$ cat src/rtl/pipeline_sequencer_pkg.sv
// Shared definitions for the pipeline sequencer: FSM state encodings and
// drain-length default.
package pipeline_sequencer_pkg;

  typedef enum logic [2:0] {
    ST_RUN       = 3'd0,
    ST_STEP_IDLE = 3'd1,
    ST_DRAIN     = 3'd2,
    ST_HALTED    = 3'd3
  } seq_state_t;

  localparam int unsigned DRAIN_CYCLES_DEFAULT = 4;
  localparam logic [15:0] STALL_COUNT_MAX      = 16'hFFFF;

endpackage

$ cat src/rtl/pipeline_sequencer_if.sv
// Handshake bundle between the pipeline datapath (master) and the
// sequencer (slave): hazard inputs, debug controls and pipeline enables.
interface pipeline_sequencer_if;

  logic [4:0]  i_ID_rs;
  logic [4:0]  i_ID_rt;
  logic        i_ID_UsesRt;
  logic        i_ID_Halt;
  logic        i_EX_MemRead;
  logic [4:0]  i_EX_rt;
  logic        i_Step_Mode;
  logic        i_Step;
  logic        i_Resume;
  logic        o_PC_Write;
  logic        o_IF_ID_Write;
  logic        o_ID_EX_Stall;
  logic        o_Halted;
  logic [2:0]  o_State;
  logic [15:0] o_Stall_Count;

  modport master (
    output i_ID_rs, i_ID_rt, i_ID_UsesRt, i_ID_Halt, i_EX_MemRead, i_EX_rt,
           i_Step_Mode, i_Step, i_Resume,
    input  o_PC_Write, o_IF_ID_Write, o_ID_EX_Stall, o_Halted, o_State,
           o_Stall_Count
  );

  modport slave (
    input  i_ID_rs, i_ID_rt, i_ID_UsesRt, i_ID_Halt, i_EX_MemRead, i_EX_rt,
           i_Step_Mode, i_Step, i_Resume,
    output o_PC_Write, o_IF_ID_Write, o_ID_EX_Stall, o_Halted, o_State,
           o_Stall_Count
  );

endinterface

$ cat src/rtl/pipeline_sequencer_load_use_detect.sv
// Load-use hazard comparator: a load in ID/EX whose destination feeds a
// source of the instruction in ID. Register 0 never creates a hazard.
module load_use_detect (
  input  logic       ex_mem_read,
  input  logic [4:0] ex_rt,
  input  logic [4:0] id_rs,
  input  logic [4:0] id_rt,
  input  logic       id_uses_rt,
  output logic       hazard
);

  // Pure combinational compare, no added latency
  always_comb begin
    hazard = ex_mem_read && (ex_rt != '0) &&
             ((ex_rt == id_rs) || (id_uses_rt && (ex_rt == id_rt)));
  end

endmodule

$ cat src/rtl/pipeline_sequencer.sv
// Pipeline sequencer: load-use stalling, HALT drain, debug single-step,
// and a saturating load-use bubble counter.
import pipeline_sequencer_pkg::*;

module pipeline_sequencer #(
  parameter int unsigned DRAIN_CYCLES = DRAIN_CYCLES_DEFAULT
) (
  input logic                clk,
  input logic                rst,
  pipeline_sequencer_if.slave bus
);

  localparam logic [3:0] DRAIN_LOAD = 4'(DRAIN_CYCLES);

  seq_state_t  state, state_next;
  logic [3:0]  drain_cnt, drain_next;
  logic        pending, pending_next;
  logic [15:0] stall_count;
  logic        hazard;
  logic        pc_write, if_id_write, id_ex_stall, count_bubble;

  load_use_detect u_load_use_detect (
    .ex_mem_read (bus.i_EX_MemRead),
    .ex_rt       (bus.i_EX_rt),
    .id_rs       (bus.i_ID_rs),
    .id_rt       (bus.i_ID_rt),
    .id_uses_rt  (bus.i_ID_UsesRt),
    .hazard      (hazard)
  );

  // State, drain counter, pending flag and bubble counter registers
  always_ff @(posedge clk or posedge rst) begin
    if (rst) begin
      state       <= ST_RUN;
      drain_cnt   <= '0;
      pending     <= 1'b0;
      stall_count <= '0;
    end else begin
      state     <= state_next;
      drain_cnt <= drain_next;
      pending   <= pending_next;
      if (count_bubble && (stall_count != STALL_COUNT_MAX))
        stall_count <= stall_count + 16'd1;
    end
  end

  // Next-state and pipeline-enable decode; default is a bubble cycle
  always_comb begin
    state_next   = state;
    drain_next   = drain_cnt;
    pending_next = pending;
    pc_write     = 1'b0;
    if_id_write  = 1'b0;
    id_ex_stall  = 1'b1;
    count_bubble = 1'b0;
    case (state)
      ST_RUN: begin
        if (hazard) begin
          count_bubble = 1'b1;
        end else if (bus.i_ID_Halt) begin
          id_ex_stall = 1'b0;
          state_next  = ST_DRAIN;
          drain_next  = DRAIN_LOAD;
        end else begin
          pc_write    = 1'b1;
          if_id_write = 1'b1;
          id_ex_stall = 1'b0;
          state_next  = bus.i_Step_Mode ? ST_STEP_IDLE : ST_RUN;
        end
      end
      ST_STEP_IDLE: begin
        if (!bus.i_Step_Mode) begin
          state_next   = ST_RUN;
          pending_next = 1'b0;
        end else if (bus.i_Step || pending) begin
          // A step that collides with a hazard is held in the pending
          // flag and granted on the first hazard-free cycle
          if (hazard) begin
            count_bubble = 1'b1;
            pending_next = 1'b1;
          end else if (bus.i_ID_Halt) begin
            id_ex_stall  = 1'b0;
            state_next   = ST_DRAIN;
            drain_next   = DRAIN_LOAD;
            pending_next = 1'b0;
          end else begin
            pc_write     = 1'b1;
            if_id_write  = 1'b1;
            id_ex_stall  = 1'b0;
            pending_next = 1'b0;
          end
        end
      end
      ST_DRAIN: begin
        if (drain_cnt <= 4'd1) begin
          drain_next = '0;
          state_next = ST_HALTED;
        end else begin
          drain_next = drain_cnt - 4'd1;
        end
      end
      ST_HALTED: begin
        if (bus.i_Resume)
          state_next = bus.i_Step_Mode ? ST_STEP_IDLE : ST_RUN;
      end
      default: begin
        state_next   = ST_RUN;
        drain_next   = '0;
        pending_next = 1'b0;
      end
    endcase
  end

  // Reset overrides the decoded enables without waiting for a clock
  always_comb begin
    bus.o_PC_Write    = pc_write & ~rst;
    bus.o_IF_ID_Write = if_id_write & ~rst;
    bus.o_ID_EX_Stall = id_ex_stall | rst;
    bus.o_Halted      = (state == ST_HALTED);
    bus.o_State       = state;
    bus.o_Stall_Count = stall_count;
  end

endmodule

$ cat src/flat_wrapper.sv
// flat-port wrapper written by rule: the top's interface ports become plain ports
module pipeline_sequencer_flat 
#(
  parameter int unsigned DRAIN_CYCLES = DRAIN_CYCLES_DEFAULT
)
  (clk, rst, bus_i_ID_rs, bus_i_ID_rt, bus_i_ID_UsesRt, bus_i_ID_Halt, bus_i_EX_MemRead, bus_i_EX_rt, bus_i_Step_Mode, bus_i_Step, bus_i_Resume, bus_o_PC_Write, bus_o_IF_ID_Write, bus_o_ID_EX_Stall, bus_o_Halted, bus_o_State, bus_o_Stall_Count);
  pipeline_sequencer_if bus_i ();
  input logic clk;
  input logic rst;
  input wire logic [$bits(bus_i.i_ID_rs)-1:0] bus_i_ID_rs;
  input wire logic [$bits(bus_i.i_ID_rt)-1:0] bus_i_ID_rt;
  input wire logic [$bits(bus_i.i_ID_UsesRt)-1:0] bus_i_ID_UsesRt;
  input wire logic [$bits(bus_i.i_ID_Halt)-1:0] bus_i_ID_Halt;
  input wire logic [$bits(bus_i.i_EX_MemRead)-1:0] bus_i_EX_MemRead;
  input wire logic [$bits(bus_i.i_EX_rt)-1:0] bus_i_EX_rt;
  input wire logic [$bits(bus_i.i_Step_Mode)-1:0] bus_i_Step_Mode;
  input wire logic [$bits(bus_i.i_Step)-1:0] bus_i_Step;
  input wire logic [$bits(bus_i.i_Resume)-1:0] bus_i_Resume;
  output wire logic [$bits(bus_i.o_PC_Write)-1:0] bus_o_PC_Write;
  output wire logic [$bits(bus_i.o_IF_ID_Write)-1:0] bus_o_IF_ID_Write;
  output wire logic [$bits(bus_i.o_ID_EX_Stall)-1:0] bus_o_ID_EX_Stall;
  output wire logic [$bits(bus_i.o_Halted)-1:0] bus_o_Halted;
  output wire logic [$bits(bus_i.o_State)-1:0] bus_o_State;
  output wire logic [$bits(bus_i.o_Stall_Count)-1:0] bus_o_Stall_Count;
  assign bus_i.i_ID_rs = bus_i_ID_rs;
  assign bus_i.i_ID_rt = bus_i_ID_rt;
  assign bus_i.i_ID_UsesRt = bus_i_ID_UsesRt;
  assign bus_i.i_ID_Halt = bus_i_ID_Halt;
  assign bus_i.i_EX_MemRead = bus_i_EX_MemRead;
  assign bus_i.i_EX_rt = bus_i_EX_rt;
  assign bus_i.i_Step_Mode = bus_i_Step_Mode;
  assign bus_i.i_Step = bus_i_Step;
  assign bus_i.i_Resume = bus_i_Resume;
  assign bus_o_PC_Write = bus_i.o_PC_Write;
  assign bus_o_IF_ID_Write = bus_i.o_IF_ID_Write;
  assign bus_o_ID_EX_Stall = bus_i.o_ID_EX_Stall;
  assign bus_o_Halted = bus_i.o_Halted;
  assign bus_o_State = bus_i.o_State;
  assign bus_o_Stall_Count = bus_i.o_Stall_Count;
  pipeline_sequencer #(.DRAIN_CYCLES(DRAIN_CYCLES)) u_core (.clk(clk), .rst(rst), .bus(bus_i));
endmodule
$ cat config.mk
export PLATFORM = sky130hd
export DESIGN_NAME = pipeline_sequencer_flat
export DESIGN_NICKNAME = d
export VERILOG_FILES = /design/src/rtl/pipeline_sequencer_pkg.sv /design/src/rtl/pipeline_sequencer_if.sv /design/src/rtl/pipeline_sequencer_load_use_detect.sv /design/src/rtl/pipeline_sequencer.sv /design/src/flat_wrapper.sv
export SDC_FILE = /design/constraint.sdc
export NUM_CORES = 1
export LEC_CHECK = 0
export BUFFER_PORTS_ARGS = -buffer_cell sky130_fd_sc_hd__buf_2
export CORE_AREA = 2 2 60 62
export DETAILED_ROUTE_END_ITERATION = 8
export DIE_AREA = 0 0 62 64
export GPL_TIMING_DRIVEN = 0
export PLACE_DENSITY = 0.75
export SYNTH_ARGS = -nofsm -noshare
export SYNTH_HDL_FRONTEND = slang
export SYNTH_SLANG_ARGS = --single-unit
$ cat constraint.sdc
create_clock -name clk -period 2.01 [get_ports clk]
set_input_delay 0.201 -clock clk [delete_from_list [all_inputs] [get_ports clk]]
set_output_delay 0.201 -clock clk [all_outputs]
set_load 0.01 [all_outputs]
==> results of run 1 <==
worst max-delay path, cell delays in order (launching register included):
cell	delay, ns
dfrtp_1	0.43
ha_1	0.24
and3_4	0.21
and4_4	0.20
a311oi_4	0.28
nand2_1	0.16
mux2_1	0.33
cells by family (layout without fill, tap and decap cells):
family | after synthesis | count (layout) | share of synthesized area (%)
AND/OR/NAND/NOR | 60 | 60 | 26.3
XOR/XNOR | 25 | 25 | 14.8
AO/OA/AOI/OAI | 23 | 23 | 11.3
flip-flops | 23 | 23 | 38.9
buffers and inverters | 12 | 63 | 4.40
adder cells (fa/ha/maj) | 3 | 3 | 2.54
multiplexers | 2 | 2 | 1.44
other | 1 | 1 | 0.254
flip-flops by register name, indices dropped and copies added, names as in the netlist:
signal                    cells
u_core.bus.o_Stall_Count     16
u_core.bus.o_State            2
u_core.drain_cnt              4
u_core.pending                1
metrics by stage:
stage	util [%]	total power (uW)	setup TNS [ns]
2_1_floorplan	-	1020	0
3_3_place_gp	53.5	1170	-0.0635
3_5_place_dp	53.5	1180	-0.115
4_1_cts	54.5	1410	0
5_1_grt	55.4	1540	-0.0188
6_report	55.4	1420	0
power breakdown:
part / leakage, uW / switching (uW) / internal (uW)
combinational: 0.000507 / 335 / 272
sequential: 0.000306 / 57.3 / 536
clock: 0.0000150 / 142 / 77.8
total: 0.000828 / 534 / 886
synthesized netlist by cell type (2+ instances only):
| master | number | area, um^2 |
|---|---|---|
| a21oi_1 | 5 | 25.0 |
| and2_1 | 3 | 18.8 |
| and3_1 | 4 | 25.0 |
| buf_4 | 3 | 22.5 |
| dfrtp_1 | 23 | 576 |
| ha_1 | 3 | 37.5 |
| inv_1 | 6 | 22.5 |
| nand2_1 | 8 | 30.0 |
| nand3_1 | 8 | 40.0 |
| nand3_2 | 9 | 90.1 |
| nand4_1 | 6 | 37.5 |
| nor2_1 | 7 | 26.3 |
| nor2b_1 | 2 | 12.5 |
| nor4_1 | 2 | 12.5 |
| o21a_1 | 2 | 15.0 |
| o21ai_0 | 3 | 15.0 |
| o21ai_1 | 2 | 10.0 |
| o22ai_1 | 3 | 18.8 |
| xnor2_1 | 25 | 219 |
worst min path at each step:
stage,slack [ns],cells after the start,endpoint,from
2_1_floorplan,0.20,1,u_core.bus.o_Stall_Count[0]$_DFFE_PP0P_,rst
3_3_place_gp,0.44,2,u_core.bus.o_State[1]$_DFFE_PP0P_,rst
3_5_place_dp,0.44,2,u_core.bus.o_State[1]$_DFFE_PP0P_,rst
4_1_cts,0.09,2,u_core.bus.o_State[1]$_DFFE_PP0P_,rst
5_1_grt,0.14,3,u_core.pending$_DFFE_PP0P_,bus_i_Step_Mode
6_report,0.08,2,u_core.bus.o_State[1]$_DFFE_PP0P_,rst
per-layer routing:
layer	global-route usage, %	up-vias
li1	-	630
met1	23.5	603
met2	25.8	32
met3	4.45	5
met4	2.39	0
met5	0	-
cell type report:
type                       count  area share [%]
clock buffer                   4            1.44
multi-input combinational    114            46.9
sequential                    23            31.6
tap                           46            3.16
timing repair buffer          47            13.3
buffer                         6            2.34
inverter                       6            1.24
what timing repair did:
action	4_1_cts	5_1_grt
endpoints found under the setup margin	11	8
pin swaps	1	0
endpoints found under the hold margin	0	0
setup buffers	1	2
resized for setup	0	2
==> reports/metrics.csv, run 1 <==
metric,value,unit
ys_warn_count,0,
io_pins,46,
cts_made_buffers,3,
vias,1270,
fill_cells,301,
place_area,0.00176,mm^2
critPathArrivalTime,2.15,ns
grtUsageTotal,16.6,%
final_area,0.00182,mm^2
num_rows,21,
period_share,96.3,%
clock_skew,0.00279,ns
synthesis.area,0.00148,mm^2
whs,0.0837,ns
yosysUniqueCellTypes,44,
antenna_left,0,
grt_max_degree,24,
die_w,62,um
die_y,64,um
hold_path.class,primary input to async pin,
syn_area_per_cell,9.93,um^2
seq_area,576,um^2
start_util,45.0,%
path_class,flop to flop,
fin_cells,246,
htree_num_levels,1,
grt_pass1_wl,5030,um
clk_path_buf_depth,2,
wl,3120,um
fin_crit,1.94,ns
worst_pin_slew,0.887,ns
seq_area_frac_synth,38.9,%
synth-edff-count,0,
cts_sinks,23,
grt_pass1_vias,1155,
syn_to_final_growth,23.1,%
worst_slack,0.0742,ns
cts_root_buffer,clkbuf_4,
antenna_found_initial,0,
drc,0,
wl_met1,1390,um
drtPass1Iterations,4,
post_drt_wl_per_cell,12.7,um
die_area,0.00397,mm^2
nets,227,
cp-startpoint,u_core.bus.o_Stall_Count[0]$_DFFE_PP0P_,
ctsHoldBuffers,0,
dominantRegCellSynth,dfrtp_1,
r2r_end,u_core.bus.o_Stall_Count[1]$_DFFE_PP0P_,
powerDensity,780,mW/mm^2
reg2reg_depth,6,
clk_latency,0.32,ns
end_kind,flop,
slew_viol_final,0,
p_leak,0.000828,uW
hold_viol,0,
crit_path_end,u_core.bus.o_Stall_Count[1]$_DFFE_PP0P_,
multiInputGateArea,853,um^2
final_cell_mix,"buf_2 (45), xnor2_1 (25), dfrtp_1 (23)",
reg2reg_from,u_core.bus.o_Stall_Count[0]$_DFFE_PP0P_,
drive_gt1_share,36.5,%
port_buffers,44,
reg2reg_slack,0.07,ns
max_cap_viol_count,0,
preCtsSetupSlack,-0.0546,ns
crit_required,2.22,ns
relSlewSlack,40.8,%
crit_path_max_fanout,4,
placed_cells,239,
mostFrequentLayoutCell,buf_2,
cts_tree,done,
core_area,0.00328,mm^2
vdd_drop_max,0.000528,V
synth.ff_latch_count,23,
finalSetupViolCount,0,
globalRouteOverflowTotal,0,
top_layer,met4,
via_per_inst,5.16,
async_flop_share,100,%
drt-initial-drc-count,20,
max_freq,0.517,GHz
status,completed,
synth_cells,149,
cts.clk_slew.worst_paths,0.12,ns
startpoint_type,flop,
met3_length,183,um
dp_hpwl,2260,um
diodes,0,
gp_congestion,0.814,
route.met2.wl,1520,um
syn-num-nets,175,
Note: power is estimated with default switching activity, not from simulation.
==> inputs of run 2 (changes only) <==
CORE_AREA = 3 3 61 63   (was 2 2 60 62)
DIE_AREA = 0 0 64 66   (was 0 0 62 64)
SLEW_MARGIN = 10   (was unset)
clock period = 1.72 ns   (was 2.01 ns; I/O delays follow)
==> run 2 against run 1 <==
Net effect:
- the run now ends with negative setup slack left
- sequential power rose by 23%
- routed wire length up 13%
- total power is 23% higher
- critical path depth is 1 higher
- sequential cell count is the same
- core utilization up 5.3 points
- largest power group unchanged
==> reports/metrics.csv, run 2 (synthesis gave the netlist of run 1 again) <==
metric,value,unit
status,"finished, violations left",
violations,negative setup slack,
startpoint_type,flop,
largest_reg_flops,16,
antenna_found_initial,0,
crit_path_max_fanout,6,
clk_path_buf_depth,2,
diodes,0,
period_share,106,%
dp_hpwl,2480,um
fin_crit,1.83,ns
vias,1299,
finalSetupViolCount,15,
critPathArrivalTime,2.04,ns
rsz0062_at_grt,true,
htree_num_levels,1,
grtUsageTotal,17.7,%
io_pins,46,
p_leak,0.000927,uW
whs,0.0616,ns
die_area,0.00422,mm^2
placed_cells,239,
fin_cells,256,
drive_gt1_share,44.3,%
powerDensity,876,mW/mm^2
start_util,45.0,%
worst_pin_slew,0.892,ns
crit_required,1.93,ns
slew_viol_final,0,
clk_latency,0.31,ns
drc,0,
gp_congestion,0.839,
mostFrequentLayoutCell,buf_2,
port_buffers,44,
hold_path.class,primary input to async pin,
num_rows,21,
antenna_left,0,
die_y,66,um
path_class,flop to flop,
end_kind,flop,
max_freq,0.547,GHz
core_area,0.00328,mm^2
cts_made_buffers,3,
final_util,60.7,%
die_w,64,um
relSlewSlack,40.5,%
post_drt_wl_per_cell,13.7,um
grt_max_degree,24,
cts_root_buffer,clkbuf_4,
wl,3510,um
final_cell_mix,"buf_2 (43), xnor2_1 (23), dfrtp_1 (21)",
grt_pass1_vias,1294,
cts.clk_slew.worst_paths,0.13,ns
syn_to_final_growth,34.9,%
nets,237,
via_per_inst,5.07,
worst_slack,-0.109,ns
grt_pass1_wl,5910,um
drt-initial-drc-count,59,
cts_tree,done,
vdd_drop_max,0.000549,V
globalRouteOverflowTotal,0,
hold_viol,0,
max_cap_viol_count,0,
drtPass1Iterations,4,
fill_cells,306,
reg2reg_depth,7,
clock_skew,0.00517,ns
cts_sinks,23,
run 2: cell count changes in the layout (fill, tap and decap cells not counted), sizes merged:
cell    change
clkbuf      -2
buf        +11
clkinv      +1
run 2: path summary, 6_finish.rpt:
| check | start | end | slack [ns] |
|---|---|---|---|
| max | u_core.bus.o_Stall_Count[1]$_DFFE_PP0P_ | u_core.bus.o_Stall_Count[1]$_DFFE_PP0P_ | -0.11 |
| max in group asynchronous | rst | u_core.bus.o_Stall_Count[0]$_DFFE_PP0P_ | 1.05 |
| min | rst | u_core.bus.o_State[0]$_DFFE_PP0P_ | 0.06 |
| min reg2reg | u_core.bus.o_Stall_Count[13]$_DFFE_PP0P_ | u_core.bus.o_Stall_Count[13]$_DFFE_PP0P_ | 0.51 |
| min in group clk | bus_i_Resume | u_core.bus.o_State[1]$_DFFE_PP0P_ | 0.13 |
| max reg2reg | u_core.bus.o_Stall_Count[1]$_DFFE_PP0P_ | u_core.bus.o_Stall_Count[1]$_DFFE_PP0P_ | -0.11 |
run 2: routing by layer:
layer	track usage (%)	wire length [um]
met4	3.23	14
met2	32.8	1790
met5	0	0
met3	3.06	128
met1	21.6	1570
run 2: report_power, final:
part           leakage (uW)  switching (uW)  internal (uW)
clock             0.0000177             167           86.8
sequential         0.000302            99.4            628
combinational      0.000607             400            366
total              0.000927             667           1080
run 2: critical path, cell delays in order, from the launching register on:
cell	delay, ns
dfrtp_2	0.45
ha_4	0.16
and3_4	0.18
and4_4	0.19
a311oi_4	0.21
buf_6	0.18
nand2_4	0.06
mux2_4	0.30
run 2: timing repair:
action,4_1_cts,5_1_grt
hold buffers,0,0
pin swaps,18,5
gates resized for setup,13,5
cloned,1,0
buffers inserted,11,3
setup endpoints to repair,19,20
run 2: per-stage QoR:
stage	worst slack (ns)	TNS, ns	instance area (um^2)	power [uW]
2_1_floorplan	-0.220	-2.15	1510	1210
3_3_place_gp	-0.333	-4.02	1790	1390
3_5_place_dp	-0.344	-4.29	1790	1400
4_1_cts	-0.0917	-1.00	1940	1730
5_1_grt	-0.148	-2.06	1990	1890
6_report	-0.109	-1.26	1990	1750
run 2: area by class of cell:
class | count | area (um^2) | share of cell area [%]
Buffer | 4 | 31.3 | 1.57
Clock buffer | 3 | 22.5 | 1.13
Clock inverter | 1 | 5.00 | 0.251
Inverter | 6 | 22.5 | 1.13
Multi-Input combinational cell | 114 | 913 | 45.8
Sequential cell | 23 | 578 | 29.0
Tap cell | 46 | 57.6 | 2.89
Timing Repair Buffer | 59 | 364 | 18.3
